**src/rtl/byte_serial_adder_ctrl.sv**
```systemverilog
// byte_serial_adder_ctrl: sequences LSB-first byte pairs through an external 8-bit adder to do NBYTES*8-bit add/sub
module byte_serial_adder_ctrl #(
    parameter int NBYTES = 4
) (
    input  logic       i_clk,
    input  logic       i_rst_n,
    input  logic       i_in_valid,
    output logic       o_in_ready,
    input  logic [7:0] i_in_a,
    input  logic [7:0] i_in_b,
    input  logic       i_in_sub,
    output logic [7:0] o_add_a,
    output logic [7:0] o_add_b,
    output logic       o_add_cin,
    input  logic [7:0] i_add_sum,
    input  logic       i_add_cout,
    output logic       o_out_valid,
    input  logic       i_out_ready,
    output logic [7:0] o_out_sum,
    output logic       o_out_last,
    output logic       o_out_cout,
    output logic       o_out_ovf
);
    localparam int CW = (NBYTES > 1) ? $clog2(NBYTES) : 1;
    localparam logic [CW-1:0] LAST = CW'(NBYTES - 1);
    logic [CW-1:0] r_cnt;
    logic          r_carry;
    logic          r_sub;
    logic          r_out_valid;
    logic [7:0]    r_out_sum;
    logic          r_out_last;
    logic          r_out_cout;
    logic          r_out_ovf;
    logic          w_first;
    logic          w_last;
    logic          w_sub_eff;
    logic          w_accept;
    logic          w_xfer;
    logic          w_ovf;
    always_comb begin
        w_first    = (r_cnt == '0);
        w_last     = (r_cnt == LAST);
        w_sub_eff  = w_first ? i_in_sub : r_sub;
        o_add_a    = i_in_a;
        o_add_b    = i_in_b ^ {8{w_sub_eff}};
        o_add_cin  = w_first ? i_in_sub : r_carry;
        o_in_ready = !r_out_valid || i_out_ready;
        w_accept   = i_in_valid && o_in_ready;
        w_xfer     = r_out_valid && i_out_ready;
        w_ovf      = (i_in_a[7] == o_add_b[7]) && (i_add_sum[7] != i_in_a[7]);
    end
    // Carry is cleared at the word boundary so the next word starts from in_sub alone.
    always_ff @(posedge i_clk or negedge i_rst_n) begin
        if (!i_rst_n) begin
            r_cnt       <= '0;
            r_carry     <= 1'b0;
            r_sub       <= 1'b0;
            r_out_valid <= 1'b0;
            r_out_sum   <= 8'h00;
            r_out_last  <= 1'b0;
            r_out_cout  <= 1'b0;
            r_out_ovf   <= 1'b0;
        end else if (w_accept) begin
            r_out_valid <= 1'b1;
            r_out_sum   <= i_add_sum;
            r_out_last  <= w_last;
            r_out_cout  <= w_last ? i_add_cout : 1'b0;
            r_out_ovf   <= w_last ? w_ovf : 1'b0;
            r_carry     <= w_last ? 1'b0 : i_add_cout;
            r_sub       <= w_first ? i_in_sub : r_sub;
            r_cnt       <= w_last ? '0 : r_cnt + 1'b1;
        end else if (w_xfer) begin
            r_out_valid <= 1'b0;
        end
    end
    assign o_out_valid = r_out_valid;
    assign o_out_sum   = r_out_sum;
    assign o_out_last  = r_out_last;
    assign o_out_cout  = r_out_cout;
    assign o_out_ovf   = r_out_ovf;
endmodule

```
**config.mk**
```make
export PLATFORM = sky130hd
export DESIGN_NAME = byte_serial_adder_ctrl
export DESIGN_NICKNAME = d
export VERILOG_FILES = /design/src/rtl/byte_serial_adder_ctrl.sv
export SDC_FILE = /design/constraint.sdc
export NUM_CORES = 1
export LEC_CHECK = 0
export BUFFER_PORTS_ARGS = -buffer_cell sky130_fd_sc_hd__buf_2
export CAP_MARGIN = 40
export CORE_MARGIN = 4
export CORE_UTILIZATION = 42
export CTS_CLUSTER_DIAMETER = 80
export DETAILED_ROUTE_END_ITERATION = 12
export GPL_TIMING_DRIVEN = 0
export PLACE_DENSITY = 0.83
export SETUP_SLACK_MARGIN = 0.2
export SLEW_MARGIN = 20
export SYNTH_ARGS = -nofsm -noshare
export SYNTH_HDL_FRONTEND = slang
export SYNTH_SLANG_ARGS = --single-unit
```
**constraint.sdc**
```tcl
create_clock -name i_clk -period 2.7 [get_ports i_clk]
set_input_delay 0.135 -clock i_clk [delete_from_list [all_inputs] [get_ports i_clk]]
set_output_delay 0.135 -clock i_clk [all_outputs]
set_load 0.01 [all_outputs]
```
==> results of run 1 <==
Yosys cell counts:
| master | count | area (sq um) |
|---|---|---|
| a21o_1 | 1 | 7.51 |
| nand3b_1 | 1 | 7.51 |
| inv_1 | 2 | 7.51 |
| buf_2 | 1 | 5.00 |
| clkbuf_1 | 1 | 3.75 |
| xnor2_1 | 8 | 70.1 |
| buf_4 | 8 | 60.1 |
| nand2_1 | 6 | 22.5 |
| nand2b_1 | 3 | 18.8 |
| dfrtp_1 | 16 | 400 |
| ha_1 | 2 | 25.0 |
| nor3_1 | 3 | 15.0 |
| o21ai_0 | 3 | 15.0 |
| mux2_2 | 11 | 124 |
| mux2i_4 | 1 | 22.5 |
| a221o_1 | 1 | 10.0 |
layer usage:
metal | GRT usage | part of all wire | up-vias
met3 | 0.0315 | 0.13 | 0
li1 | - | - | 332
met5 | 0 | 0 | -
met4 | 0.0393 | 0 | 0
met1 | 0.150 | 0.36 | 305
met2 | 0.272 | 0.51 | 44
power groups by stage:
stage / combinational [mW] / clock [mW] / sequential [mW]
CTS: 0.474 / 0.124 / 0.332
global placement: 0.455 / 0 / 0.331
detailed placement: 0.472 / 0 / 0.336
finish: 0.463 / 0.117 / 0.330
global route: 0.508 / 0.137 / 0.339
floorplan: 0.281 / 0 / 0.347
worst max-delay path, stage by stage, from the launching register on:
cell	delay (ns)
dfrtp_1	0.42
inv_1	0.07
ha_1	0.24
mux2i_4	0.45
xnor2_1	0.23
buf_2	0.19
worst max path at each step:
stage                   from    endpoint  slack, ns  cells after the start
finish              r_cnt[0]  o_add_b[7]       0.68                      5
global route        r_cnt[0]  o_add_b[7]       0.56                      5
CTS                 r_cnt[0]  o_add_b[7]       0.64                      5
detailed placement  r_cnt[0]   o_out_ovf       0.80                      6
global placement    r_cnt[0]   o_out_ovf       0.88                      6
floorplan           r_cnt[0]   o_out_ovf       0.89                      6
state kept, by name, summed over array words and instances (netlist names):
name and count:
o_out_cout 1, o_out_last 1, o_out_ovf 1, o_out_sum 8, o_out_valid 1, r_carry 1
r_cnt 2, r_sub 1
stage by stage:
stage / worst slack, ns / util / instance area [sq um] / hold WS [ns]
finish: 0.684 / 0.639 / 1140 / 0.0630
global route: 0.565 / 0.639 / 1140 / 0.0616
CTS: 0.644 / 0.639 / 1140 / 0.0555
detailed placement: 0.796 / 0.620 / 1110 / 0.0633
global placement: 0.879 / 0.620 / 1110 / 0.0571
floorplan: 0.891 / - / 815 / -0.161
cells in the final DEF, fill, tap and decap left out, types with 3 or more instances in the layout:
cell / count
buf_2: 53
dfrtp_1: 16
mux2_2: 11
xnor2_1: 8
buf_4: 8
nand2_1: 6
nand2b_1: 3
nor3_1: 3
o21ai_0: 3
clkbuf_4: 3
what timing repair did:
| action | CTS | global route |
|---|---|---|
| hold buffers | 1 | 0 |
| hold endpoints to repair | 16 | 0 |
| gates resized for setup | 0 | 0 |
| endpoints found under the setup margin | 0 | 0 |
cell families (layout without fill, tap and decap cells):
| kind of cell | after synthesis | after routing | share of synthesized area |
|---|---|---|---|
| flip-flops | 16 | 16 | 0.492 |
| AND/OR/NAND/NOR | 13 | 13 | 0.0783 |
| multiplexers | 12 | 12 | 0.180 |
| buffers and inverters | 12 | 68 | 0.0937 |
| XOR/XNOR | 8 | 8 | 0.0860 |
| AO/OA/AOI/OAI | 5 | 5 | 0.0399 |
| adder cells (fa/ha/maj) | 2 | 2 | 0.0307 |
final cells by class:
cell class              count  area [sq um]
fillers                   157           644
flip-flops and latches     16           400
multi-input cells          40           338
repair buffers             53           270
plain buffers              10          68.8
well taps                  25          31.3
clock buffers               3          22.5
inverters                   2          7.51
==> impl_metrics.csv, run 1 <==
group,metric,value,unit
job,maxCapViolCount,0,
route,final_antenna_net_count,0,
die,die-area,2710,sq um
synth,syn_area,815,sq um
route,drtPass1Iterations,2,
worst_setup_path,r2r_start,"r_cnt[0]",
sta,finalMaxSlewViolations,0,
worst_setup_path,cp.required,2.57,ns
worst_hold_path,hp-class,"input pin to flop",
worst_setup_path,r2r_end,"o_out_ovf",
route,viasPerCell,4.57,
global_route,grt_max_degree,17,
route,wl_per_cell,12.3,um
global_route,overflow,0,
synth,synth_seq_cells,16,
worst_setup_path,reg2reg_slack,0.81,ns
worst_setup_path,start_kind,"flop",
synth,synth_fp_nets,100,
power_and_ir_drop,p_sw_frac,0.364,
synth,avgSynthCellArea,12.0,sq um
clocking,cts_sinks,16,
placed_design,portBuffers,52,
worst_setup_path,r2r_cells,6,
die,num_rows,15,
run_status,status,"finished, final reports clean",
power_and_ir_drop,intPower,0.579,mW
worst_setup_path,end_kind,"output port",
global_route,grtUsageTotal,0.141,
worst_setup_path,worst_ep_arrival_time,1.88,ns
sta,clock_skew,0.00226,ns
synth,syn_inst,68,
clocking,htree_num_levels,1,
power_and_ir_drop,p_comb_frac,0.509,
sta,rsz0062_at_grt,"false",
clocking,cts_setup_buffers,0,
clocking,ctsRootBufferMaster,"clkbuf_4",
power_and_ir_drop,pwr-share-clk,0.128,
clocking,cts-buffers-inserted,3,
worst_hold_path,timing.hold.worst_endpoint,"o_out_valid",
global_route,antenna_found_initial,0,
power_and_ir_drop,pwr_density_cell,800,nW/um^2
route,wl,1840,um
power_and_ir_drop,p_seq_frac,0.363,
placed_design,dp_cells,145,
global_route,grt_pass1_wl,2860,um
sta,post-route-period-util,0.747,
global_route,grt_pass1_vias,696,
die,core_area,1780,sq um
finish,area_growth,39.8,%
synth,yosys_warnings,0,
finish,instances_no_fill,149,
clocking,clock_latency,0.27,ns
placed_design,gp_congestion,0.699,
sta,finalSetupViolCount,0,
worst_setup_path,criticalPathCategory,"flop to output port",
sta,fin_crit,2.02,ns
finish,num_antenna_cells,0,
die,die_w,52.0,um
sta,finalSetupTns,0,ns
die,start_util,0.457,
sta,worstMarginPinSlew,0.397,ns
route,first_iter_violations,6,
route,via_count,681,
power_and_ir_drop,power,0.911,mW
placed_design,hpwl,1570,um
worst_hold_path,whs_path_depth,2,
sta,fmaxAchievable,496,MHz
finish,layout-drive-gt1-share,0.613,
route,drcViolationCount,0,
power_and_ir_drop,peakVddDrop,0.474,mV
clocking,clk_pin_slew_worst_paths,0.08,ns
synth,synth_seq_area_share,0.492,
worst_hold_path,hold_start,"i_in_valid",
finish,num-nets-final,158,
clocking,cts_max_path_buffers,2,
power_and_ir_drop,p_leak,0.594,nW
synth,synth_cell_type_count,16,
sta,slew_headroom,0.730,
sta,finalHoldViolCount,0,
worst_setup_path,worstPathMaxFanout,9,
power_and_ir_drop,net-switching-power,0.332,mW
die,io-pin-count,60,
die,die_h,52.0,um
clocking,cts_tree,"done",
Note: power is estimated with default switching activity, not from simulation.
==> inputs of run 2 (changes only) <==
--- a/config.mk
+++ b/config.mk
@@ -5,14 +5,15 @@
 export SDC_FILE = /design/constraint.sdc
 export NUM_CORES = 1
 export LEC_CHECK = 0
+export ABC_AREA = 1
 export BUFFER_PORTS_ARGS = -buffer_cell sky130_fd_sc_hd__buf_2
 export CAP_MARGIN = 40
 export CORE_MARGIN = 4
-export CORE_UTILIZATION = 42
+export CORE_UTILIZATION = 36
 export CTS_CLUSTER_DIAMETER = 80
 export DETAILED_ROUTE_END_ITERATION = 12
 export GPL_TIMING_DRIVEN = 0
-export PLACE_DENSITY = 0.83
+export PLACE_DENSITY = 0.74
 export SETUP_SLACK_MARGIN = 0.2
 export SLEW_MARGIN = 20
 export SYNTH_ARGS = -nofsm -noshare
==> constraint.sdc (replaced) <==
create_clock -name i_clk -period 1.7 [get_ports i_clk]
set_input_delay 0.085 -clock i_clk [delete_from_list [all_inputs] [get_ports i_clk]]
set_output_delay 0.085 -clock i_clk [all_outputs]
set_load 0.01 [all_outputs]
==> run 2 against run 1 <==
Final cell count grew 34%; first-iteration DRC count grew 100%; critical path type unchanged; register-to-register slack lost 0.57 ns; worst hold slack lost 0.054 ns; critical path depth grew 2; via count grew 33%; sequential cell count is the same; highest routed layer is now met4; critical endpoint is now o_add_b[5]; largest power group unchanged; die area grew 23%; total power grew 110%; worst setup slack lost 0.51 ns; sequential power grew 60%.
==> impl_metrics.csv, run 2 <==
group,metric,value,unit
run_status,status,"finished, final reports clean",
sta,finalHoldViolCount,0,
finish,utilization,0.593,
synth,avgSynthCellArea,8.62,sq um
route,first_iter_violations,12,
route,drtPass1Iterations,4,
die,io-pin-count,60,
synth,synthArstFlopShare,1.00,
placed_design,dp_cells,183,
die,die-area,3330,sq um
worst_setup_path,r2r_end,"o_out_ovf",
synth,synth-simple-area-share,0.273,
finish,final_area,1350,sq um
die,die_h,57.7,um
global_route,grt_pass1_vias,938,
clocking,cts_tree,"done",
sta,post-route-period-util,0.900,
synth,yosys_warnings,0,
clocking,clk_pin_slew_worst_paths,0.09,ns
sta,finalMaxSlewViolations,0,
finish,area_growth,52.0,%
sta,clock_skew,0.000774,ns
finish,layout-drive-gt1-share,0.517,
synth,synth_adder_area_share,0.0282,
route,wl,2400,um
clocking,htree_num_levels,1,
synth,synth_compound_area_frac,0.0423,
placed_design,gp_congestion,0.736,
worst_setup_path,start_kind,"flop",
synth,synth_edf_count,0,
worst_hold_path,timing.hold.worst_endpoint,"o_out_sum[5]",
worst_setup_path,worst_ep_arrival_time,1.44,ns
die,num_rows,17,
route,wl_per_cell,12.0,um
placed_design,dpl_worst_slack,0.300,ns
finish,layout_common_cells,"53 x buf_2, 32 x nand2_1, 16 x dfrtp_1, 15 x buf_4",
global_route,grt_max_degree,17,
synth,syn_inst,103,
global_route,grt_pass1_wl,3850,um
sta,worstMarginPinSlew,0.362,ns
synth,synth-xor-area-share,0.0690,
clocking,cts_max_path_buffers,2,
die,core_area,2280,sq um
job,maxCapViolCount,0,
synth,synth_most_common_cell,"nand2_1",
worst_setup_path,r2r_start,"r_cnt[1]",
power_and_ir_drop,p_leak,0.792,nW
die,start_util,0.390,
synth,synth.area.mux_share,0,
placed_design,portBuffers,52,
synth,synthFlopType,"dfrtp_1",
sta,rsz0062_at_grt,"true",
worst_setup_path,worstPathMaxFanout,5,
worst_setup_path,cp.required,1.62,ns
clocking,ctsRootBufferMaster,"clkbuf_4",
finish,largest_reg_flops,8,
global_route,overflow,0,
sta,fin_crit,1.53,ns
clocking,clock_latency,0.28,ns
global_route,antenna_found_initial,0,
synth,yosys-top-cells-area,"dfrtp_1 45%, nand2_1 14%, xor2_1 6.9%",
route,drcViolationCount,0,
placed_design,place_area,1180,sq um
placed_design,hpwl,1690,um
sta,layout_setup_ws,0.170,ns
route,via_count,906,
worst_hold_path,whs_path_depth,3,
sta,slew_headroom,0.759,
synth,synth_seq_cells,16,
global_route,grtUsageTotal,0.145,
route,final_antenna_net_count,0,
synth,synth_top_family_by_area,"simple AND/OR/NAND/NOR gates",
worst_setup_path,reg2reg_slack,0.24,ns
finish,num-nets-final,206,
route,viasPerCell,4.53,
synth,synthTopCellsByCount,"33 x nand2_1, 16 x dfrtp_1, 10 x inv_1",
sta,whs,0.00928,ns
synth,synth_seq_area_share,0.451,
die,die_w,57.7,um
clocking,cts-buffers-inserted,3,
sta,fmaxAchievable,654,MHz
finish,instances_no_fill,200,
finish,num_antenna_cells,0,
synth,synth_fp_nets,135,
synth,synth_cell_type_count,21,
power_and_ir_drop,peakVddDrop,0.772,mV
finish,fillCellCount,203,
worst_hold_path,hold_start,"i_add_sum[5]",
synth,syn_area,888,sq um
worst_hold_path,hp-class,"input pin to flop",
sta,finalSetupViolCount,0,
synth,synth_top_area_share,0.451,
sta,finalSetupTns,0,ns
power_and_ir_drop,power,1.87,mW
finish,final_common_cell,"buf_2",
worst_setup_path,r2r_cells,12,
worst_setup_path,end_kind,"output port",
synth,synth_top_area_cell,"dfrtp_1",
power_and_ir_drop,pwr_density_cell,1390,nW/um^2
worst_setup_path,criticalPathCategory,"flop to output port",
clocking,cts_sinks,16,
==> run 2: cell types whose count changed in the layout (fill, tap and decap cells not counted), moves of 4 or more <==
cell           previous run  this run
buf_4                     8        15
dlygate4sd3_1             1         6
inv_1                     2         7
inv_2                     0         5
mux2_2                   11         0
nand2_1                   6        32
nand2_4                   0         5
nor2_1                    0         4
xnor2_1                   8         0
xor2_1                    0         7
==> run 2: area by class of cell <==
type                    count  area, sq um  area share
well taps                  28         35.0      0.0260
multi-input cells          66          398       0.295
repair buffers             65          373       0.276
flip-flops and latches     16          400       0.297
clock buffers               3         22.5      0.0167
inverters                  12         45.0      0.0334
plain buffers              10         76.3      0.0565
==> run 2: how the worst max path moves through the flow <==
stage	from	to	slack, ns	depth (start not counted)
finish	r_cnt[1]	o_add_b[5]	0.17	7
global route	r_cnt[1]	o_add_b[3]	0.09	7
CTS	r_cnt[0]	o_add_b[2]	0.14	7
detailed placement	r_cnt[0]	o_add_b[2]	0.30	6
global placement	r_cnt[0]	o_add_b[2]	0.37	6
floorplan	r_cnt[0]	o_out_ovf	0.48	9
==> run 2: routing by layer <==
metal,GRT usage,part of all wire,up-vias
met5,0,0,-
met4,0.0497,0.0021,0
met3,0.0445,0.14,2
met2,0.266,0.49,55
met1,0.156,0.37,407
li1,-,-,442
==> run 2: kinds of logic (layout without fill, tap and decap cells) <==
logic type / after synthesis / after routing
AND/OR/NAND/NOR: 49 / 50
buffers and inverters: 22 / 90
flip-flops: 16 / 16
AO/OA/AOI/OAI: 7 / 7
XOR/XNOR: 7 / 7
adder cells (fa/ha/maj): 2 / 2
==> run 2: repair_timing <==
| action | CTS | global route |
|---|---|---|
| hold endpoints to repair | 20 | 1 |
| cloned | 1 | 0 |
| hold buffers | 5 | 1 |
| resized for setup | 6 | 1 |
| buffers inserted | 6 | 1 |
| pin swaps | 3 | 5 |
| endpoints found under the setup margin | 9 | 9 |
==> run 2: critical path: stages (launching register included) <==
cell and delay (ns):
dfrtp_1 0.39, inv_2 0.09, ha_4 0.16, inv_2 0.05, nand2_4 0.10, nand2_8 0.07, xor2_1 0.16, buf_2 0.14
==> run 2: power by group <==
group	switching [mW]	internal [mW]	total (mW)	leakage, nW
Clock	0.111	0.0822	0.193	0.0138
Combinational	0.613	0.539	1.15	0.580
Sequential	0.0570	0.471	0.528	0.197
Total	0.781	1.09	1.87	0.792
==> inputs of run 3 (changes only) <==
--- a/config.mk
+++ b/config.mk
@@ -6,7 +6,7 @@
 export NUM_CORES = 1
 export LEC_CHECK = 0
 export ABC_AREA = 1
-export BUFFER_PORTS_ARGS = -buffer_cell sky130_fd_sc_hd__buf_2
+export BUFFER_PORTS_ARGS = -buffer_cell sky130_fd_sc_hd__buf_4
 export CAP_MARGIN = 40
 export CORE_MARGIN = 4
 export CORE_UTILIZATION = 36
==> run 3 against run 2 <==
Fmax fell by 1.3%; total power grew 14%; die area is the same; critical path depth did not move; global-route usage grew 0.31 points; utilization rose by 8.7 points; final cell count rose by 2.5%.
==> impl_metrics.csv, run 3 (synthesized netlist as in run 2, its figures left out) <==
group,metric,value,unit
worst_setup_path,criticalPathCategory,"flop to output port",
clocking,clock_latency,0.28,ns
worst_setup_path,cp.required,1.62,ns
finish,layout-drive-gt1-share,0.531,
die,core_area,2280,sq um
finish,regArea,400,sq um
route,drtPass1Iterations,4,
worst_setup_path,cp.buffers_inverters,3,
die,num_rows,17,
sta,clock_skew,0.00381,ns
placed_design,hpwl,1710,um
route,first_iter_violations,9,
global_route,antenna_found_initial,0,
finish,num-nets-final,210,
clocking,cts-buffers-inserted,3,
worst_setup_path,start_kind,"flop",
route,via_count,925,
sta,fin_crit,1.55,ns
sta,finalSetupViolCount,0,
sta,slew_headroom,0.864,
worst_setup_path,r2r_cells,12,
sta,rsz0062_at_grt,"true",
worst_setup_path,cp_top_family,"flip-flops",
clocking,htree_num_levels,1,
clocking,cts_sinks,16,
route,viasPerCell,4.51,
sta,fmaxAchievable,645,MHz
route,wl_per_cell,12.2,um
die,die-area,3330,sq um
die,die_h,57.7,um
finish,layout_common_cells,"68 x buf_4, 32 x nand2_1, 16 x dfrtp_1, 8 x dlygate4sd3_1, 7 x inv_1",
power_and_ir_drop,power,2.14,mW
worst_setup_path,cp_num_cells,7,
finish,num_antenna_cells,0,
power_and_ir_drop,intPower,1.32,mW
worst_setup_path,worstPathMaxFanout,5,
worst_setup_path,max_stage_delay,0.40,ns
clocking,clk_pin_slew_worst_paths,0.09,ns
die,die_w,57.7,um
global_route,grtUsageTotal,0.148,
die,io-pin-count,60,
finish,largest_reg_flops,8,
power_and_ir_drop,p_comb_frac,0.637,
placed_design,gp_congestion,0.681,
global_route,grt_pass1_wl,3930,um
global_route,grt_max_degree,17,
route,drcViolationCount,0,
power_and_ir_drop,pwr_density_cell,1390,nW/um^2
sta,finalHoldViolCount,0,
finish,multi_input_comb_area,413,sq um
die,start_util,0.390,
clocking,cts_tree,"done",
job,maxCapViolCount,0,
worst_setup_path,worstPathCellList,"inv_2 -> ha_4 -> inv_2 -> nand2_4 -> nand2_8 -> xor2_2 -> buf_4",
power_and_ir_drop,p_seq_frac,0.248,
sta,whs,0.0772,ns
sta,post-route-period-util,0.912,
worst_hold_path,hp-class,"input pin to flop",
power_and_ir_drop,p_sw_frac,0.385,
worst_setup_path,crit_path_top_delay_cell,"dfrtp_1",
clocking,cts_max_path_buffers,2,
run_status,status,"finished, final reports clean",
route,final_antenna_net_count,0,
placed_design,portBuffers,52,
finish,fillCellCount,187,
finish,final_common_cell,"buf_4",
sta,finalSetupTns,0,ns
global_route,overflow,0,
worst_setup_path,worst_ep_arrival_time,1.46,ns
sta,worstMarginPinSlew,0.204,ns
power_and_ir_drop,peakVddDrop,1.01,mV
power_and_ir_drop,p_leak,0.861,nW
route,wl,2500,um
worst_hold_path,whs_path_depth,3,
worst_setup_path,end_kind,"output port",
power_and_ir_drop,pwr-share-clk,0.115,
clocking,ctsRootBufferMaster,"clkbuf_4",
finish,area_growth,74.2,%
sta,finalMaxSlewViolations,0,
power_and_ir_drop,net-switching-power,0.825,mW
worst_setup_path,crit_top_cell,"inv_2",
global_route,grt_pass1_vias,940,
run 3: cell types whose count changed in the layout (fill, tap and decap cells not counted), moves of 2 or more:
cell / before / now
xor2_1: 7 / 5
xor2_2: 0 / 2
buf_4: 15 / 68
dlygate4sd3_1: 6 / 8
buf_2: 53 / 1
run 3: worst register-to-register path, stage by stage (launching register included):
cell,delay (ns)
dfrtp_1,0.40
inv_2,0.09
ha_4,0.16
inv_2,0.05
nand2_4,0.10
nand2_4,0.09
buf_4,0.14
buf_4,0.12
nand2_2,0.05
nand3_2,0.05
nand2_1,0.07
nand2_1,0.04
nand2_1,0.05
run 3: cell type report:
| cell class | count | share of cell area |
|---|---|---|
| Buffer | 10 | 0.0493 |
| Clock buffer | 4 | 0.0234 |
| Inverter | 12 | 0.0291 |
| Multi-Input combinational cell | 66 | 0.267 |
| Sequential cell | 16 | 0.259 |
| Tap cell | 28 | 0.0226 |
| Timing Repair Buffer | 69 | 0.350 |
run 3: metrics by stage:
step / worst slack, ns / area, sq um / std cells / util
floorplan: 0.483 / 888 / 103 / -
global placement: 0.368 / 1310 / 183 / 0.577
detailed placement: 0.324 / 1310 / 183 / 0.577
CTS: 0.117 / 1510 / 202 / 0.664
global route: 0.0845 / 1550 / 205 / 0.680
finish: 0.150 / 1550 / 205 / 0.680
run 3: worst paths after layout:
path / from / endpoint / slack (ns)
hold / removal: i_add_cout / r_carry / 0.08
min in group asynchronous: i_rst_n / o_out_sum[0] / 0.19
hold reg to reg: o_out_sum[2] / o_out_sum[2] / 0.50
setup / recovery: r_cnt[1] / o_add_b[2] / 0.15
setup reg to reg: r_cnt[1] / o_out_ovf / 0.23
max in group asynchronous: i_rst_n / o_out_ovf / 1.32
run 3: power by group through the flow:
stage	Sequential [mW]	Combinational [mW]	Clock (mW)
final	0.532	1.37	0.246
after global routing	0.542	1.49	0.275
after CTS	0.529	1.29	0.253
after detailed placement	0.535	1.05	0
after global placement	0.529	1.03	0
after floorplan	0.550	0.558	0
run 3: timing repair:
item                                   CTS  global route
setup endpoints to repair                8             8
buffers inserted                         6             3
cloned                                   1             0
pin swaps                                6             5
hold buffers                             8             0
gates resized for setup                  8             2
endpoints found under the hold margin   23             0
run 3: metal layers:
metal,up-vias,track usage,share of wire
met4,0,0.0695,0.010
li1,453,-,-
met2,57,0.266,0.48
met3,4,0.0579,0.15
met1,411,0.149,0.36
met5,-,0,0
